## src/rtl/mem_writeback.sv

```systemverilog
// mem_writeback: memory-access and write-back stage of the multi-cycle 8-bit core.
//   - Reads the internal data memory for LW during the MEM phase.
//   - Owns the 32x8 register file: it is written on the WB edge and read through rsv/rtv.
//   - Reports each register write on wb_valid/wb_reg/wb_data, raises a sticky
//     mem_fault for out-of-range LW addresses, and counts retired instructions.
// Ports:
//   clk, rst_n                        clock, asynchronous active-low reset
//   state                             core phase (IF=0, ID=1, EX=2, MEM=3, WB=4)
//   opcode, func                      decoded instruction fields
//   rs_addr, rt_addr, rd_addr         register addresses (rt is also the I-form destination)
//   data_addr, result                 LW address and ALU/link result from execute
//   instruction_invalid               execute rejected the instruction
//   init_we, init_addr, init_data     data memory preload port (honoured only in IF)
//   rsv, rtv                          combinational register reads (register 0 reads 0)
//   wb_valid, wb_reg, wb_data         write-back report
//   mem_fault                         sticky out-of-range LW flag
//   retire_count                      saturating count of retired valid instructions
module mem_writeback #(
    parameter int DMEM_DEPTH = 16,
    parameter int RF_LINK    = 31
) (
    input  logic        clk,
    input  logic        rst_n,
    input  logic [2:0]  state,
    input  logic [5:0]  opcode,
    input  logic [5:0]  func,
    input  logic [4:0]  rs_addr,
    input  logic [4:0]  rt_addr,
    input  logic [4:0]  rd_addr,
    input  logic [7:0]  data_addr,
    input  logic [7:0]  result,
    input  logic        instruction_invalid,
    input  logic        init_we,
    input  logic [7:0]  init_addr,
    input  logic [7:0]  init_data,
    output logic [7:0]  rsv,
    output logic [7:0]  rtv,
    output logic        wb_valid,
    output logic [4:0]  wb_reg,
    output logic [7:0]  wb_data,
    output logic        mem_fault,
    output logic [15:0] retire_count
);

    localparam logic [2:0] STATE_IF  = 3'd0;
    localparam logic [2:0] STATE_MEM = 3'd3;
    localparam logic [2:0] STATE_WB  = 3'd4;

    // JR, BEQ and BNE need no decode here: they fall into the no-write default.
    localparam logic [5:0] OP_RFORM = 6'h00;
    localparam logic [5:0] OP_JAL   = 6'h03;
    localparam logic [5:0] OP_ADDIU = 6'h09;
    localparam logic [5:0] OP_LW    = 6'h17;
    localparam logic [5:0] FN_ADDU  = 6'h21;
    localparam logic [5:0] FN_SLT   = 6'h2A;

    localparam int         AW         = (DMEM_DEPTH > 1) ? $clog2(DMEM_DEPTH) : 1;
    localparam logic [8:0] DMEM_LIMIT = 9'(DMEM_DEPTH);

    logic [7:0] dmem [DMEM_DEPTH];
    logic [7:0] regs [32];
    logic [7:0] mdr;
    logic       lw_fault;   // the most recent valid LW faulted; gates its write-back

    logic       addr_ok;
    logic       init_ok;
    logic       wb_fire;
    logic       wr_en;
    logic [4:0] wr_dest;
    logic [7:0] wr_data;

    assign addr_ok = ({1'b0, data_addr} < DMEM_LIMIT);
    assign init_ok = ({1'b0, init_addr} < DMEM_LIMIT);

    assign rsv = (rs_addr == 5'd0) ? 8'h00 : regs[rs_addr];
    assign rtv = (rt_addr == 5'd0) ? 8'h00 : regs[rt_addr];

    // NOTE: the data memory has no reset so its contents survive rst_n and it
    // can map onto a plain RAM; the register file is small enough to clear.
    always_ff @(posedge clk) begin
        if (state == STATE_IF && init_we && init_ok)
            dmem[init_addr[AW-1:0]] <= init_data;
    end

    // Destination select. Every output gets a default first so the decode
    // never holds a previous value.
    // NOTE: defaults at the top of always_comb are what prevent latch inference.
    always_comb begin
        wr_dest = 5'd0;
        wr_data = 8'h00;
        case (opcode)
            OP_ADDIU: begin
                wr_dest = rt_addr;
                wr_data = result;
            end
            OP_RFORM: begin
                if (func == FN_ADDU || func == FN_SLT) begin
                    wr_dest = rd_addr;
                    wr_data = result;
                end
            end
            OP_LW: begin
                if (!lw_fault) begin
                    wr_dest = rt_addr;
                    wr_data = mdr;
                end
            end
            OP_JAL: begin
                wr_dest = 5'(RF_LINK);
                wr_data = result;
            end
            default: ;
        endcase
    end

    assign wb_fire = (state == STATE_WB) && !instruction_invalid;
    assign wr_en   = wb_fire && (wr_dest != 5'd0);

    // NOTE: all state below uses non-blocking assignments so every register
    // samples the pre-edge values, independent of statement order.
    always_ff @(posedge clk or negedge rst_n) begin
        if (!rst_n) begin
            for (int i = 0; i < 32; i++) regs[i] <= 8'h00;
            mdr          <= 8'h00;
            lw_fault     <= 1'b0;
            wb_valid     <= 1'b0;
            wb_reg       <= 5'd0;
            wb_data      <= 8'h00;
            mem_fault    <= 1'b0;
            retire_count <= 16'h0000;
        end else begin
            wb_valid <= 1'b0;

            if (state == STATE_MEM && opcode == OP_LW && !instruction_invalid) begin
                if (addr_ok) begin
                    mdr      <= dmem[data_addr[AW-1:0]];
                    lw_fault <= 1'b0;
                end else begin
                    mdr       <= 8'h00;
                    lw_fault  <= 1'b1;
                    mem_fault <= 1'b1;
                end
            end

            if (wb_fire) begin
                if (retire_count != 16'hFFFF)
                    retire_count <= retire_count + 16'd1;
                if (wr_en) begin
                    regs[wr_dest] <= wr_data;
                    wb_valid      <= 1'b1;
                    wb_reg        <= wr_dest;
                    wb_data       <= wr_data;
                end
            end
        end
    end

endmodule

```

## config.mk

```make
export PLATFORM = sky130hd
export DESIGN_NAME = mem_writeback
export DESIGN_NICKNAME = d
export VERILOG_FILES = /design/src/rtl/mem_writeback.sv
export SDC_FILE = /design/constraint.sdc
export NUM_CORES = 1
export LEC_CHECK = 0
export BUFFER_PORTS_ARGS = -buffer_cell sky130_fd_sc_hd__buf_2
export CORE_MARGIN = 8
export CORE_UTILIZATION = 45
export CTS_CLUSTER_SIZE = 28
export DETAILED_ROUTE_END_ITERATION = 7
export PLACE_DENSITY_LB_ADDON = 0.15
export SKIP_CTS_REPAIR_TIMING = 1
export SLEW_MARGIN = 5
export SYNTH_ARGS = -nofsm -noshare
export SYNTH_HDL_FRONTEND = slang
export SYNTH_SLANG_ARGS = --single-unit
```

## constraint.sdc

```tcl
create_clock -name clk -period 5.23 [get_ports clk]
set_input_delay 0.7845 -clock clk [delete_from_list [all_inputs] [get_ports clk]]
set_output_delay 0.7845 -clock clk [all_outputs]
set_load 0.1 [all_outputs]
```

==> run_summary.xml <==
<?xml version="1.0" encoding="UTF-8"?>
<metrics>
  <group name="logic_synthesis">
    <metric name="yosys_register_bits" unit="">424</metric>
    <metric name="synthFlopType" unit="">sky130_fd_sc_hd__dfrtp_1</metric>
    <metric name="synth.distinct_cells" unit="">68</metric>
    <metric name="netlist_top_cells_area" unit="">sky130_fd_sc_hd__dfrtp_1, sky130_fd_sc_hd__mux4_2, sky130_fd_sc_hd__edfxtp_1</metric>
    <metric name="edff_count_synth" unit="">128</metric>
    <metric name="yosys.area.top_type" unit="">sky130_fd_sc_hd__dfrtp_1</metric>
    <metric name="asyncSetResetFlopFracSynth" unit="%">69.8</metric>
    <metric name="avg_synthesized_cell_area" unit="µm²">14.6</metric>
    <metric name="yosysMostFrequentCell" unit="">sky130_fd_sc_hd__dfrtp_1</metric>
    <metric name="yosys_warnings" unit="">0</metric>
    <metric name="synthDominantCellAreaShare" unit="%">35.7</metric>
    <metric name="synth_sequential_area_ratio" unit="%">54.3</metric>
    <metric name="synth_commonest_cells" unit="">sky130_fd_sc_hd__dfrtp_1, sky130_fd_sc_hd__o21ai_0, sky130_fd_sc_hd__mux4_2</metric>
    <metric name="syn_area" unit="mm²">0.0207</metric>
    <metric name="synth.net_count" unit="">1483</metric>
    <metric name="synthesis.instances" unit="">1416</metric>
  </group>
  <group name="sta">
    <metric name="timing.final.setup_violations" unit="">0</metric>
    <metric name="slew-limit-headroom" unit="%">13.9</metric>
    <metric name="max_slew.worst_pin.slew" unit="ns">1.28</metric>
    <metric name="grt_setup_unrepaired" unit="">false</metric>
    <metric name="hold_viol" unit="">0</metric>
    <metric name="fin_worst_skew" unit="ns">0.0120</metric>
    <metric name="final.period_utilization" unit="%">83.6</metric>
    <metric name="slew_violations" unit="">0</metric>
    <metric name="min_tclk_post_route" unit="ns">4.37</metric>
    <metric name="achievable_frequency" unit="MHz">229</metric>
  </group>
  <group name="clocking">
    <metric name="clock_sinks" unit="">424</metric>
    <metric name="cts_buffer_depth" unit="">3</metric>
    <metric name="tritoncts" unit="">done</metric>
    <metric name="cts.htree.levels" unit="">2</metric>
    <metric name="clockRootBuffer" unit="">sky130_fd_sc_hd__clkbuf_16</metric>
    <metric name="clkSlewWorstSetupHoldPaths" unit="ns">0.06</metric>
    <metric name="cts-buffers-inserted" unit="">47</metric>
    <metric name="clock_latency" unit="ns">0.59</metric>
  </group>
  <group name="placed_design">
    <metric name="quantity_of_i_o_buffers_inserted_on_ports" unit="">112</metric>
    <metric name="detailed_place.area" unit="mm²">0.0219</metric>
    <metric name="dp.final_hpwl" unit="µm">40900</metric>
    <metric name="globalplace.congestion" unit="">0.874</metric>
  </group>
  <group name="route">
    <metric name="drt-pass1-iter-count" unit="">5</metric>
    <metric name="avgViaCountPerCell" unit="">6.30</metric>
    <metric name="detail-route-antenna-nets" unit="">0</metric>
    <metric name="drt_iter0_drc" unit="">1289</metric>
    <metric name="drc" unit="">0</metric>
    <metric name="routedWlPerCell" unit="µm">28.2</metric>
    <metric name="via_count" unit="">13400</metric>
    <metric name="routed_wl" unit="µm">59900</metric>
  </group>
  <group name="power_and_ir_drop">
    <metric name="power_per_cell_area" unit="mW/mm²">323</metric>
    <metric name="net-switching-power" unit="W">0.00201</metric>
    <metric name="power_frac_comb" unit="%">10.1</metric>
    <metric name="power.share.clock" unit="%">43.7</metric>
    <metric name="seq_power_share" unit="%">46.2</metric>
    <metric name="leakage" unit="nW">9.55</metric>
    <metric name="peakVddDrop" unit="mV">0.279</metric>
    <metric name="sw_frac_of_total" unit="%">26.5</metric>
    <metric name="intPower" unit="W">0.00557</metric>
  </group>
  <group name="critical_path">
    <metric name="timing_worst_setup_path_type" unit="">in2out</metric>
    <metric name="crit_arrival" unit="ns">3.59</metric>
    <metric name="largest_fanout_on_the_critical_path" unit="">35</metric>
    <metric name="cp.required" unit="ns">4.45</metric>
    <metric name="worstSetupEndpointType" unit="">output pin</metric>
    <metric name="worstSetupStartpointType" unit="">input pin</metric>
  </group>
  <group name="final_layout">
    <metric name="post_route_cells_drive_above_1_share" unit="%">38.9</metric>
    <metric name="layout.area.seq" unit="mm²">0.0113</metric>
    <metric name="nNetsFinal" unit="">1554</metric>
    <metric name="post-route-util" unit="%">51.7</metric>
    <metric name="syn2layout_area_growth" unit="%">13.1</metric>
    <metric name="max_flop_register" unit="">regs</metric>
    <metric name="finalInstanceArea" unit="mm²">0.0234</metric>
    <metric name="multi_input_comb_area" unit="mm²">0.00893</metric>
    <metric name="n_fill_cell" unit="">3842</metric>
    <metric name="largest_register_ffs" unit="">256</metric>
  </group>
  <group name="global_routing">
    <metric name="grt_antenna_before_repair" unit="">7</metric>
    <metric name="grt_max_degree" unit="">119</metric>
    <metric name="global_route.usage.total" unit="%">22.7</metric>
    <metric name="grt_overflow" unit="">0</metric>
    <metric name="first_global_vias" unit="">13700</metric>
    <metric name="grt_pass1_wl" unit="µm">91400</metric>
  </group>
  <group name="die">
    <metric name="die_w" unit="µm">231</metric>
    <metric name="core_area" unit="mm²">0.0454</metric>
    <metric name="placementRows" unit="">78</metric>
    <metric name="initial_utilization" unit="%">45.7</metric>
    <metric name="die_height" unit="µm">231</metric>
    <metric name="floorplan.die_area" unit="mm²">0.0532</metric>
    <metric name="count_of_pins_on_the_block_boundary" unit="">113</metric>
  </group>
  <group name="worst_hold_path">
    <metric name="hold_path_class" unit="">in2async</metric>
  </group>
  <group name="flow_run">
    <metric name="max-cap-violations" unit="">0</metric>
  </group>
  <group name="outcome">
    <metric name="status" unit="">completed</metric>
  </group>
</metrics>
[cells by family (layout without fill, tap and decap cells)]
family	Yosys count	count (layout)	synth area share [%]
and+or+nand+nor	166	166	4.53
AOI/OAI and AO/OA	312	312	8.58
DFF	424	424	54.3
adders and majority gates	1	1	0.0604
buffers and inverters	145	253	2.87
other	0	3	0
xor gates and xnor gates	15	15	0.634
muxes	353	353	29.1
[worst max-delay path, stage by stage]
cell and delay [ns]:
sky130_fd_sc_hd__buf_2 0.40, sky130_fd_sc_hd__or3_1 0.69, sky130_fd_sc_hd__nor3_1 1.04, sky130_fd_sc_hd__a221oi_1 0.24, sky130_fd_sc_hd__buf_2 0.40
[power by group through the flow]
stage | sequential (W) | clock (W) | combinational [W]
2_1_floorplan | 0.00384 | 0 | 0.000254
3_3_place_gp | 0.00356 | 0 | 0.000770
3_5_place_dp | 0.00357 | 0 | 0.000776
4_1_cts | 0.00350 | 0.00337 | 0.000778
5_1_grt | 0.00351 | 0.00348 | 0.000809
6_report | 0.00350 | 0.00331 | 0.000766
[cells in the final DEF (no fill, tap or decap), types with 4 or more instances in the layout]
cell type	instances
sky130_fd_sc_hd__a221oi_1	12
sky130_fd_sc_hd__nand2b_1	4
sky130_fd_sc_hd__a211oi_1	6
sky130_fd_sc_hd__xnor2_1	14
sky130_fd_sc_hd__mux2_4	8
sky130_fd_sc_hd__mux2_2	137
sky130_fd_sc_hd__or2_0	8
sky130_fd_sc_hd__buf_12	4
sky130_fd_sc_hd__clkinv_2	12
sky130_fd_sc_hd__nor2_2	7
sky130_fd_sc_hd__or2_2	10
sky130_fd_sc_hd__edfxtp_1	128
sky130_fd_sc_hd__a22o_1	10
sky130_fd_sc_hd__buf_2	109
sky130_fd_sc_hd__clkbuf_8	7
sky130_fd_sc_hd__a22oi_1	8
sky130_fd_sc_hd__nand2_1	30
sky130_fd_sc_hd__nand4_1	7
sky130_fd_sc_hd__o21ai_0	223
sky130_fd_sc_hd__nor3_2	6
sky130_fd_sc_hd__inv_1	16
sky130_fd_sc_hd__clkbuf_16	48
sky130_fd_sc_hd__mux4_2	182
sky130_fd_sc_hd__clkbuf_1	10
sky130_fd_sc_hd__o22ai_1	7
sky130_fd_sc_hd__nor2_1	38
sky130_fd_sc_hd__nand3_1	16
sky130_fd_sc_hd__mux2i_1	26
sky130_fd_sc_hd__buf_4	37
sky130_fd_sc_hd__a21oi_1	9
sky130_fd_sc_hd__nor2_4	8
sky130_fd_sc_hd__o21ai_1	16
sky130_fd_sc_hd__nor3_1	4
sky130_fd_sc_hd__dfrtp_1	296
[metrics by stage]
step | instances | power (W) | TNS, ns | setup slack [ns] | hold slack (ns)
2_1_floorplan | 1416 | 0.00410 | -0.835 | -0.288 | 0.441
3_3_place_gp | 2038 | 0.00433 | 0 | 0.869 | 0.382
4_1_cts | 2124 | 0.00765 | 0 | 0.923 | 0.331
6_report | 2127 | 0.00758 | 0 | 0.857 | 0.300
5_1_grt | 2125 | 0.00780 | 0 | 0.801 | 0.381
3_5_place_dp | 2038 | 0.00434 | 0 | 0.814 | 0.393
[cell type report]
type	instances	share of cell area (%)
Tap cell	600	3.20
Multi-Input combinational cell	847	38.1
Inverter	16	0.256
Antenna cell	3	0.0320
Sequential cell	424	48.0
Clock inverter	21	0.827
Timing Repair Buffer	151	3.92
Clock buffer	65	5.69
[routing by layer]
metal	track usage, %	routed length, µm	vias up	share of wire (%)
met5	0	34	-	0.057
met4	8.08	1930	6	3.2
met3	4.93	4540	109	7.6
met2	35.1	27800	548	46
met1	31.7	25600	7065	43
li1	-	-	5674	-
[final timing paths]
path                            startpoint   endpoint  slack [ns]  depth (start not counted)
worst max-delay path            rt_addr[1]     rtv[0]        0.86                          5
worst min-delay path                 rst_n  regs[120]        0.30                          1
worst max register to register    lw_fault  regs[181]        1.50                          7
worst min register to register   regs[254]  regs[254]        0.40                          0
max in group asynchronous            rst_n  regs[113]        3.64                          2
min in group clk                 regs[254]  regs[254]        0.40                          0
Note: power is estimated with default switching activity, not from simulation.
